## config.mk

```make
export PLATFORM = sky130hd
export DESIGN_NAME = param_reg_file_flat
export DESIGN_NICKNAME = d
export VERILOG_FILES = /design/src/rtl/param_reg_file_pkg.sv /design/src/rtl/param_reg_file_if.sv /design/src/rtl/param_reg_file_scoreboard.sv /design/src/rtl/param_reg_file.sv /design/src/flat_wrapper.sv
export SDC_FILE = /design/constraint.sdc
export NUM_CORES = 1
export LEC_CHECK = 0
export CAP_MARGIN = 20
export CORE_UTILIZATION = 55
export DETAILED_ROUTE_END_ITERATION = 10
export PLACE_DENSITY_LB_ADDON = 0.2
export SYNTH_ARGS = -nofsm -noshare
export SYNTH_HDL_FRONTEND = slang
export SYNTH_SLANG_ARGS = --single-unit
export TNS_END_PERCENT = 5
```

## constraint.sdc

```tcl
create_clock -name Clk -period 2.85 [get_ports Clk]
set_input_delay 0.57 -clock Clk [delete_from_list [all_inputs] [get_ports Clk]]
set_output_delay 0.57 -clock Clk [all_outputs]
set_load 0.005 [all_outputs]
```

## src/rtl/param_reg_file_pkg.sv

```systemverilog
// regfile_pkg: shared default sizes, tap indices and address type for the register file
package regfile_pkg;
    localparam int DEF_W    = 16;
    localparam int DEF_AW   = 3;
    localparam int DEF_SW   = 2;
    localparam int DEF_TAP0 = 0;
    localparam int DEF_TAP1 = 3;
    localparam int DEF_TAP2 = 4;
    typedef logic [DEF_AW-1:0] reg_addr_t;
endpackage

```

## src/rtl/param_reg_file_if.sv

```systemverilog
// param_reg_file_if: write, issue, status and read signals of the register file
interface param_reg_file_if
    import regfile_pkg::*;
#(
    parameter int W  = DEF_W,
    parameter int AW = DEF_AW,
    parameter int SW = DEF_SW
);
    logic          WeA;
    logic [AW-1:0] WaddrA;
    logic [W-1:0]  WdataA;
    logic          WeB;
    logic [AW-1:0] WaddrB;
    logic [W-1:0]  WdataB;
    logic          StEn;
    logic [SW-1:0] StIn;
    logic          IssueEn;
    logic [AW-1:0] IssueAddr;
    logic [AW-1:0] RaddrA;
    logic [AW-1:0] RaddrB;
    logic [W-1:0]  DataOutA;
    logic [W-1:0]  DataOutB;
    logic [W-1:0]  Tap0;
    logic [W-1:0]  Tap1;
    logic [W-1:0]  Tap2;
    logic          PendA;
    logic          PendB;
    logic          Busy;
    logic [SW-1:0] S;

    modport master (
        output WeA, WaddrA, WdataA, WeB, WaddrB, WdataB, StEn, StIn,
               IssueEn, IssueAddr, RaddrA, RaddrB,
        input  DataOutA, DataOutB, Tap0, Tap1, Tap2, PendA, PendB, Busy, S
    );

    modport slave (
        input  WeA, WaddrA, WdataA, WeB, WaddrB, WdataB, StEn, StIn,
               IssueEn, IssueAddr, RaddrA, RaddrB,
        output DataOutA, DataOutB, Tap0, Tap1, Tap2, PendA, PendB, Busy, S
    );
endinterface

```

## src/rtl/param_reg_file_scoreboard.sv

```systemverilog
// rf_scoreboard: one pending bit per register for outstanding deferred writes
module rf_scoreboard #(
    parameter int AW = 3
) (
    input  logic          i_clk,
    input  logic          i_rst,
    input  logic          i_we_a,
    input  logic [AW-1:0] i_waddr_a,
    input  logic          i_we_b,
    input  logic [AW-1:0] i_waddr_b,
    input  logic          i_issue_en,
    input  logic [AW-1:0] i_issue_addr,
    input  logic [AW-1:0] i_raddr_a,
    input  logic [AW-1:0] i_raddr_b,
    output logic          o_pend_a,
    output logic          o_pend_b,
    output logic          o_busy
);
    localparam int NREG = 1 << AW;

    logic [NREG-1:0] r_pend;
    logic [NREG-1:0] w_set;
    logic [NREG-1:0] w_clr;

    assign w_set = NREG'(i_issue_en) << i_issue_addr;
    assign w_clr = (NREG'(i_we_a) << i_waddr_a) | (NREG'(i_we_b) << i_waddr_b);

    // writes retire pending bits, a same-cycle issue re-arms them
    always_ff @(posedge i_clk) begin
        if (i_rst) r_pend <= '0;
        else       r_pend <= (r_pend & ~w_clr) | w_set;
    end

    assign o_pend_a = r_pend[i_raddr_a];
    assign o_pend_b = r_pend[i_raddr_b];
    assign o_busy   = |r_pend;
endmodule

```

## src/rtl/param_reg_file.sv

```systemverilog
// param_reg_file: dual-write register file with optional forwarding, taps, status and scoreboard
module param_reg_file
    import regfile_pkg::*;
#(
    parameter int W      = DEF_W,
    parameter int AW     = DEF_AW,
    parameter int SW     = DEF_SW,
    parameter bit BYPASS = 1'b1,
    parameter int TAP0   = DEF_TAP0,
    parameter int TAP1   = DEF_TAP1,
    parameter int TAP2   = DEF_TAP2
) (
    input logic             Clk,
    input logic             Reset,
    param_reg_file_if.slave bus
);
    localparam int NREG = 1 << AW;

    logic [W-1:0]  r_mem [NREG];
    logic [SW-1:0] r_s;
    logic          w_we_a;
    logic          w_we_b;
    logic [AW-1:0] w_waddr_a;
    logic [AW-1:0] w_waddr_b;
    logic [W-1:0]  w_wdata_a;
    logic [W-1:0]  w_wdata_b;

    assign w_we_a    = bus.WeA;
    assign w_waddr_a = bus.WaddrA;
    assign w_wdata_a = bus.WdataA;
    assign w_waddr_b = bus.WaddrB;
    assign w_wdata_b = bus.WdataB;
    // port B yields to port A when both target the same register
    assign w_we_b    = bus.WeB && !(bus.WeA && bus.WaddrA == bus.WaddrB);

    function automatic logic [W-1:0] f_read(input logic [AW-1:0] a);
        return (BYPASS && w_we_a && w_waddr_a == a) ? w_wdata_a :
               (BYPASS && w_we_b && w_waddr_b == a) ? w_wdata_b : r_mem[a];
    endfunction

    // register array update, reset clears everything and overrides writes
    always_ff @(posedge Clk) begin
        if (Reset) begin
            for (int i = 0; i < NREG; i++) r_mem[i] <= '0;
        end else begin
            if (w_we_a) r_mem[w_waddr_a] <= w_wdata_a;
            if (w_we_b) r_mem[w_waddr_b] <= w_wdata_b;
        end
    end

    // status register loads on StEn, otherwise holds
    always_ff @(posedge Clk) begin
        if (Reset)         r_s <= '0;
        else if (bus.StEn) r_s <= bus.StIn;
    end

    assign bus.DataOutA = f_read(bus.RaddrA);
    assign bus.DataOutB = f_read(bus.RaddrB);
    assign bus.Tap0     = f_read(AW'(TAP0));
    assign bus.Tap1     = f_read(AW'(TAP1));
    assign bus.Tap2     = f_read(AW'(TAP2));
    assign bus.S        = r_s;

    rf_scoreboard #(.AW(AW)) u_sb (
        .i_clk        (Clk),
        .i_rst        (Reset),
        .i_we_a       (bus.WeA),
        .i_waddr_a    (bus.WaddrA),
        .i_we_b       (bus.WeB),
        .i_waddr_b    (bus.WaddrB),
        .i_issue_en   (bus.IssueEn),
        .i_issue_addr (bus.IssueAddr),
        .i_raddr_a    (bus.RaddrA),
        .i_raddr_b    (bus.RaddrB),
        .o_pend_a     (bus.PendA),
        .o_pend_b     (bus.PendB),
        .o_busy       (bus.Busy)
    );
endmodule

```

## src/flat_wrapper.sv

```systemverilog
// flat-port wrapper written by rule: the top's interface ports become plain ports
module param_reg_file_flat import regfile_pkg::*;
#(
    parameter int W      = DEF_W,
    parameter int AW     = DEF_AW,
    parameter int SW     = DEF_SW,
    parameter bit BYPASS = 1'b1,
    parameter int TAP0   = DEF_TAP0,
    parameter int TAP1   = DEF_TAP1,
    parameter int TAP2   = DEF_TAP2
)
  (Clk, Reset, bus_WeA, bus_WaddrA, bus_WdataA, bus_WeB, bus_WaddrB, bus_WdataB, bus_StEn, bus_StIn, bus_IssueEn, bus_IssueAddr, bus_RaddrA, bus_RaddrB, bus_DataOutA, bus_DataOutB, bus_Tap0, bus_Tap1, bus_Tap2, bus_PendA, bus_PendB, bus_Busy, bus_S);
  param_reg_file_if #(.W(W), .AW(AW), .SW(SW)) bus_i ();
  input logic Clk;
  input logic Reset;
  input wire logic [$bits(bus_i.WeA)-1:0] bus_WeA;
  input wire logic [$bits(bus_i.WaddrA)-1:0] bus_WaddrA;
  input wire logic [$bits(bus_i.WdataA)-1:0] bus_WdataA;
  input wire logic [$bits(bus_i.WeB)-1:0] bus_WeB;
  input wire logic [$bits(bus_i.WaddrB)-1:0] bus_WaddrB;
  input wire logic [$bits(bus_i.WdataB)-1:0] bus_WdataB;
  input wire logic [$bits(bus_i.StEn)-1:0] bus_StEn;
  input wire logic [$bits(bus_i.StIn)-1:0] bus_StIn;
  input wire logic [$bits(bus_i.IssueEn)-1:0] bus_IssueEn;
  input wire logic [$bits(bus_i.IssueAddr)-1:0] bus_IssueAddr;
  input wire logic [$bits(bus_i.RaddrA)-1:0] bus_RaddrA;
  input wire logic [$bits(bus_i.RaddrB)-1:0] bus_RaddrB;
  output wire logic [$bits(bus_i.DataOutA)-1:0] bus_DataOutA;
  output wire logic [$bits(bus_i.DataOutB)-1:0] bus_DataOutB;
  output wire logic [$bits(bus_i.Tap0)-1:0] bus_Tap0;
  output wire logic [$bits(bus_i.Tap1)-1:0] bus_Tap1;
  output wire logic [$bits(bus_i.Tap2)-1:0] bus_Tap2;
  output wire logic [$bits(bus_i.PendA)-1:0] bus_PendA;
  output wire logic [$bits(bus_i.PendB)-1:0] bus_PendB;
  output wire logic [$bits(bus_i.Busy)-1:0] bus_Busy;
  output wire logic [$bits(bus_i.S)-1:0] bus_S;
  assign bus_i.WeA = bus_WeA;
  assign bus_i.WaddrA = bus_WaddrA;
  assign bus_i.WdataA = bus_WdataA;
  assign bus_i.WeB = bus_WeB;
  assign bus_i.WaddrB = bus_WaddrB;
  assign bus_i.WdataB = bus_WdataB;
  assign bus_i.StEn = bus_StEn;
  assign bus_i.StIn = bus_StIn;
  assign bus_i.IssueEn = bus_IssueEn;
  assign bus_i.IssueAddr = bus_IssueAddr;
  assign bus_i.RaddrA = bus_RaddrA;
  assign bus_i.RaddrB = bus_RaddrB;
  assign bus_DataOutA = bus_i.DataOutA;
  assign bus_DataOutB = bus_i.DataOutB;
  assign bus_Tap0 = bus_i.Tap0;
  assign bus_Tap1 = bus_i.Tap1;
  assign bus_Tap2 = bus_i.Tap2;
  assign bus_PendA = bus_i.PendA;
  assign bus_PendB = bus_i.PendB;
  assign bus_Busy = bus_i.Busy;
  assign bus_S = bus_i.S;
  param_reg_file #(.W(W), .AW(AW), .SW(SW), .BYPASS(BYPASS), .TAP0(TAP0), .TAP1(TAP1), .TAP2(TAP2)) u_core (.Clk(Clk), .Reset(Reset), .bus(bus_i));
endmodule
```

---- Word level (Yosys, flattened, before mapping) ----
Memories as Yosys holds them, arrays and structs flattened.
Index checks and enable logic that the tools add are counted.
word-level totals
  memory bits (writable) .................. 128
  memories ................................ 1
  output and inout bits ................... 85
  word-level logic and storage cells ...... 67
  bits in registers ....................... 10
operators by class
  order comparisons ....................... 2
  eq/ne operators ......................... 9
  bitwise gates (word level) .............. 4
  reductions and logical operators ........ 18
  shifts and indexed selects .............. 3
  muxes and demuxes ....................... 28
memory list
  memory        depth  bits a word  read ports  clocked after memory_dff  write ports  RTL line              text
  u_core.r_mem  8      16           5           0                         8            param_reg_file.sv:19  logic [W-1:0] r_mem [NREG];
operator list
  cell                number
  $mux 16             12
  $reduce_or 16->1    2
  $shl 1x3->8         3
  $or 8x8->8          2
  $eq 3x3->1          5
  $logic_and 1x1->1   12
  $mux 1              12
  $and 8x8->8         1
  $lt 3x4->1 const B  2
  $not 8->8           1
  $reduce_or 8->1     1
  $bmux 1 s3          2
  $eq 3x2->1 const B  2
  $eq 3x3->1 const B  2
  $logic_not 3->1     2
  $mux 3              2
  $logic_not 1->1     1

---- Depth between registers and ports, before layout ----
  depth after elaboration ................. 9
  gate-level depth with buffers ........... 7
  depth with buffers taken out ............ 4

---- Modules after synthesis ----
Synthesis repeated with hierarchy kept, for this count alone.
second synthesis, totals
  cells, all modules ...................... 828
  area total of the unflattened synthesis .. 9955.8 um^2
modules (own cells, without submodules)
  module          area each (um^2)  times used  cells an instance  sequential area each (um^2)
  param_reg_file  9331.4            1           772                3883.7
  rf_scoreboard   624.3             1           56                 160.2

---- Worst setup path before layout ----
No wires, ideal clock.
  path kind ............................... input -> output
  from .................................... in bus_WaddrA[1]
  to ...................................... out bus_DataOutA[10]
  data required time ...................... 2280 ps
  slack ................................... 311 ps
  path buffers ............................ 3
  data arrival time ....................... 1969 ps
  cell stages on the path ................. 7
  path through ............................ buf_6 xnor2_2 nand4_2 and2_1 clkbuf_2 buf_6 a221oi_1
on the way
  word-level cells in the longest chain between the ends .. 7
  elaborated cells between the ends (all ways) .. 9
  those cells by class .................... eq/ne (2); mux (2); reduce/logical (5)
ends and longest elaborated chain
  item               RTL line              text
  from (decl)        flat_wrapper.sv:17    input wire logic [$bits(bus_i.WaddrA)-1:0] bus_WaddrA;
  $eq 3x3->1         param_reg_file.sv:34  assign w_we_b = bus.WeB && !(bus.WeA && bus.WaddrA == bus.WaddrB);
  $logic_and 1x1->1  param_reg_file.sv:34
  $logic_not 1->1    param_reg_file.sv:34
  $logic_and 1x1->1  param_reg_file.sv:34
  $logic_and 1x1->1  param_reg_file.sv:38  (BYPASS && w_we_b && w_waddr_b == a) ? w_wdata_b : r_mem[a];
  $mux 16            param_reg_file.sv:38
  $mux 16 (*)        param_reg_file.sv:37  return (BYPASS && w_we_a && w_waddr_a == a) ? w_wdata_a :
  to (decl)          flat_wrapper.sv:28    output wire logic [$bits(bus_i.DataOutA)-1:0] bus_DataOutA;
Every way passes the cells marked *; elsewhere a longest branch is shown, timed or not.

---- Worst setup path in the final report ----
  from .................................... in bus_WaddrB[1]
  to ...................................... out bus_Tap0[8]
on the way
  word-level cells in the longest chain between the ends .. 7
  elaborated cells between the ends (all ways) .. 8
  those cells by class .................... eq/ne (1); mux (2); reduce/logical (5)
ends and longest elaborated chain
  item                   RTL line              text
  from (decl)            flat_wrapper.sv:20    input wire logic [$bits(bus_i.WaddrB)-1:0] bus_WaddrB;
  $eq 3x3->1             param_reg_file.sv:34
  $logic_and 1x1->1      param_reg_file.sv:34
  $logic_not 1->1        param_reg_file.sv:34
  $logic_and 1x1->1      param_reg_file.sv:34
  $logic_and 1x1->1 (*)  param_reg_file.sv:38
  $mux 16 (*)            param_reg_file.sv:38
  $mux 16 (*)            param_reg_file.sv:37
  to (decl)              flat_wrapper.sv:30    output wire logic [$bits(bus_i.Tap0)-1:0] bus_Tap0;
Marks and branches as above.

==> results.tsv <==
stage	metric	value	unit
run_status	status	finished with violations	
run_status	violations	negative setup slack	
place	place_hpwl	25900	um
cts	clk_path_buf_depth	2	
yosys	synth_compound_area_share	15.0	%
yosys	ys_ff_latch	138	
place	placed_area	12300	um2
pwr	power.ir.vdd_worst	0.000410	V
sta	fmax	0.338	GHz
global_routing	grt_pass1_vias	10500	
worst_setup_path	critPathArrivalTime	2.39	ns
layout	drive_gt1_share	45.0	%
global_routing	use_met3	16.4	%
routing	route.vias.total	10300	
sta	clock_skew	0	ns
cts	cts-root-buf	clkbuf_16	
worst_setup_path	cpLargestDelayFamily	buffers and inverters	
layout	nets	1169	
cts	htree_levels	4	
place	portBuffers	139	
sta	relSlewSlack	48.2	%
routing	totalWireLength	43300	um
yosys	yosysMostFrequentCell	edfxtp_1	
worst_setup_path	startpoint_type	input port	
yosys	synth_top_family_by_area	multiplexers	
sta	fin_crit_sh	104	%
pwr	power.leakage	5.39	nW
global_routing	antenna_found_initial	0	
worst_setup_path	path_cells	buf_6, buf_6, or4b_4, a41oi_4, buf_6, buf_6, buf_12, nand2_8, nand3_4, buf_6	
worst_hold_path	whs_path_depth	2	
global_routing	gr-usage-met2	73.9	%
yosys	synth_area_leaders	edfxtp_1 40%, mux4_2 16%, nand3_1 5.3%	
routing	drtPass1Iterations	6	
job	cap_viol_max_count	0	
sta	setup_tns	-1.52	ns
yosys	syn_nets	908	
pwr	pwr_density_cell	470	nW/um2
floorplan	io_pins	140	
yosys	synth_fa_ha_area_share	0	%
worst_setup_path	worstPathMaxFanout	6	
cts	clock_latency	0.43	ns
yosys	synth_cell_types	43	
worst_setup_path	path_common_cell	buf_6	
yosys	synth_cells	853	
sta	fin_ws	-0.112	ns
worst_hold_path	min-delay-path-class	flop to flop	
layout	fillers	883	
worst_setup_path	crit_type	input port to output pin	
yosys	synth_edf_count	128	
layout	diodes	0	
global_routing	busiest_layer	met2	
sta	holdWs	0.497	ns
worst_setup_path	r2r_slack	1.99	ns
floorplan	dieArea	17900	um2
worst_setup_path	cp-end-kind	output pin	
cts	cts_buffers	17	
worst_setup_path	path_depth	10	
pwr	finalPower	0.00641	W
yosys	synth_top_area_share	40.2	%
sta	fin_crit	2.96	ns
routing	antenna_left	0	
yosys	synth_area	9560	um2
sta	rsz0062_at_grt	true	
yosys	synthXorXnorAreaFrac	1.61	%
sta	worstMarginPinSlew	0.777	ns
yosys	synth_ff_type	edfxtp_1	
routing	drc	0	
routing	detail_route.wl_per_cell	32.1	um
worst_setup_path	critPathBufInv	6	
routing	initialDrtViolationCount	1956	
cts	clk_pin_slew	0.06	ns
global_routing	grt_overflow	0	
global_routing	grtUsageTotal	48.3	%
floorplan	num_rows	47	
sta	final-setup-viol-count	25	
worst_setup_path	required	2.28	ns
yosys	synth_area_per_cell	11.2	um2
yosys	synth_common_cells	128 x edfxtp_1, 103 x nand2_1, 102 x nand3_1, 68 x mux4_2, 57 x a21oi_1	
global_routing	grt_pass1_wl	62600	um
layout	area_growth	42.5	%
layout	final_cell_area	13600	um2
floorplan	coreArea	16800	um2
place	place.gp.congestion	0.932	
worst_setup_path	r2r_cells	2	
place	pre_cts_slack	-0.751	ns
floorplan	start_util	57.1	%
yosys	seq_area_frac_synth	42.3	%
cts	cts_tree	yes	
floorplan	die_h	134	um
sta	drv_slew	0	
floorplan	die_w	134	um
yosys	yosys-mux-area-fraction	19.8	%
yosys	synthSimpleGateAreaFrac	15.4	%
sta	hold_viol	0	
routing	viasPerCell	7.68	
global_routing	gr-usage-met1	55.7	%
yosys	yosys_warnings	0	
worst_setup_path	max_stage_delay	0.61	ns
yosys	async_reset_ff_share	0	%
yosys	synth_area_leader_cell	edfxtp_1	
cts	cts.sinks	138	
worst_setup_path	crit_slowest_cell	or4b_4	
global_routing	grt_max_degree	26	
[per-stage QoR]
stage	std cells	utilization (%)
6_report	1346	81.3
4_1_cts	1341	80.2
5_1_grt	1346	81.3
2_1_floorplan	853	-
3_3_place_gp	1285	73.3
3_5_place_dp	1285	73.3
[worst reg2reg max path: cells and delay by family, from the launching register on]
kind	cells	cell delay [ns]
flops	1	0.42
compound gates	2	0.37
[report_power, final]
group          internal (W)  switching [W]  total, W
clock               0.00127       0.000901   0.00217
sequential          0.00238       0.000129   0.00251
combinational      0.000855       0.000874   0.00173
[sequential cells by signal, indices dropped and copies added (netlist names)]
| signal | cells |
|---|---|
| u_core.bus.S | 2 |
| u_core.r_mem | 128 |
| u_core.u_sb.r_pend | 8 |
[area by class of cell]
class,count,area [um2],area share (%)
repair buffers,343,3090,22.7
multi-input cells,597,5600,41.1
flip-flops and latches,138,4040,29.7
well taps,220,275,2.02
inverters,17,63.8,0.468
clock inverters,14,130,0.954
clock buffers,17,425,3.12
[final timing paths]
path | to | start
min reg2reg | u_core.bus.S[0]$_SDFFE_PP0P_ | u_core.bus.S[0]$_SDFFE_PP0P_
min | u_core.bus.S[0]$_SDFFE_PP0P_ | u_core.bus.S[0]$_SDFFE_PP0P_
max reg2reg | u_core.u_sb.r_pend[7]$_SDFF_PP0_ | u_core.u_sb.r_pend[7]$_SDFF_PP0_
max | bus_Tap0[8] | bus_WaddrB[1]
[logic make-up after synthesis]
group / after synthesis
mux: 104
simple gates: 297
xor+xnor: 15
flops: 138
buf+inv: 118
compound gates: 181
[per-layer routing]
layer	up-vias	part of all wire, %
li1	3882	-
met1	4800	30
met2	1266	45
met3	386	16
met4	0	9.0
met5	-	0
[cell usage in the layout (no fill, tap or decap), drive strengths merged, types with 4 or more instances in the layout]
master         count
nand2b             5
buf              249
clkdlybuf4s15     30
mux4              68
a221oi            30
nand4              4
nand2            103
a21oi             57
mux2i             34
nor4               5
xnor2             15
nor2              40
clkdlybuf4s50     44
nor2b              4
clkinv             8
a22o              80
inv               19
dfxtp             10
nand3b             4
or3               10
dlygate4sd2       11
edfxtp           128
and4               5
clkbuf            26
nand3            102
nor3               9
[repair_timing]
action / 4_1_cts / 5_1_grt
setup buffers: 22 / 5
setup endpoints to repair: 82 / 79
gates cloned: 3 / 0
hold buffers: 0 / 0
endpoints found under the hold margin: 0 / 0
pin swaps: 16 / 13
resized for setup: 381 / 57
No activity file was read; power rests on OpenSTA's default activity.
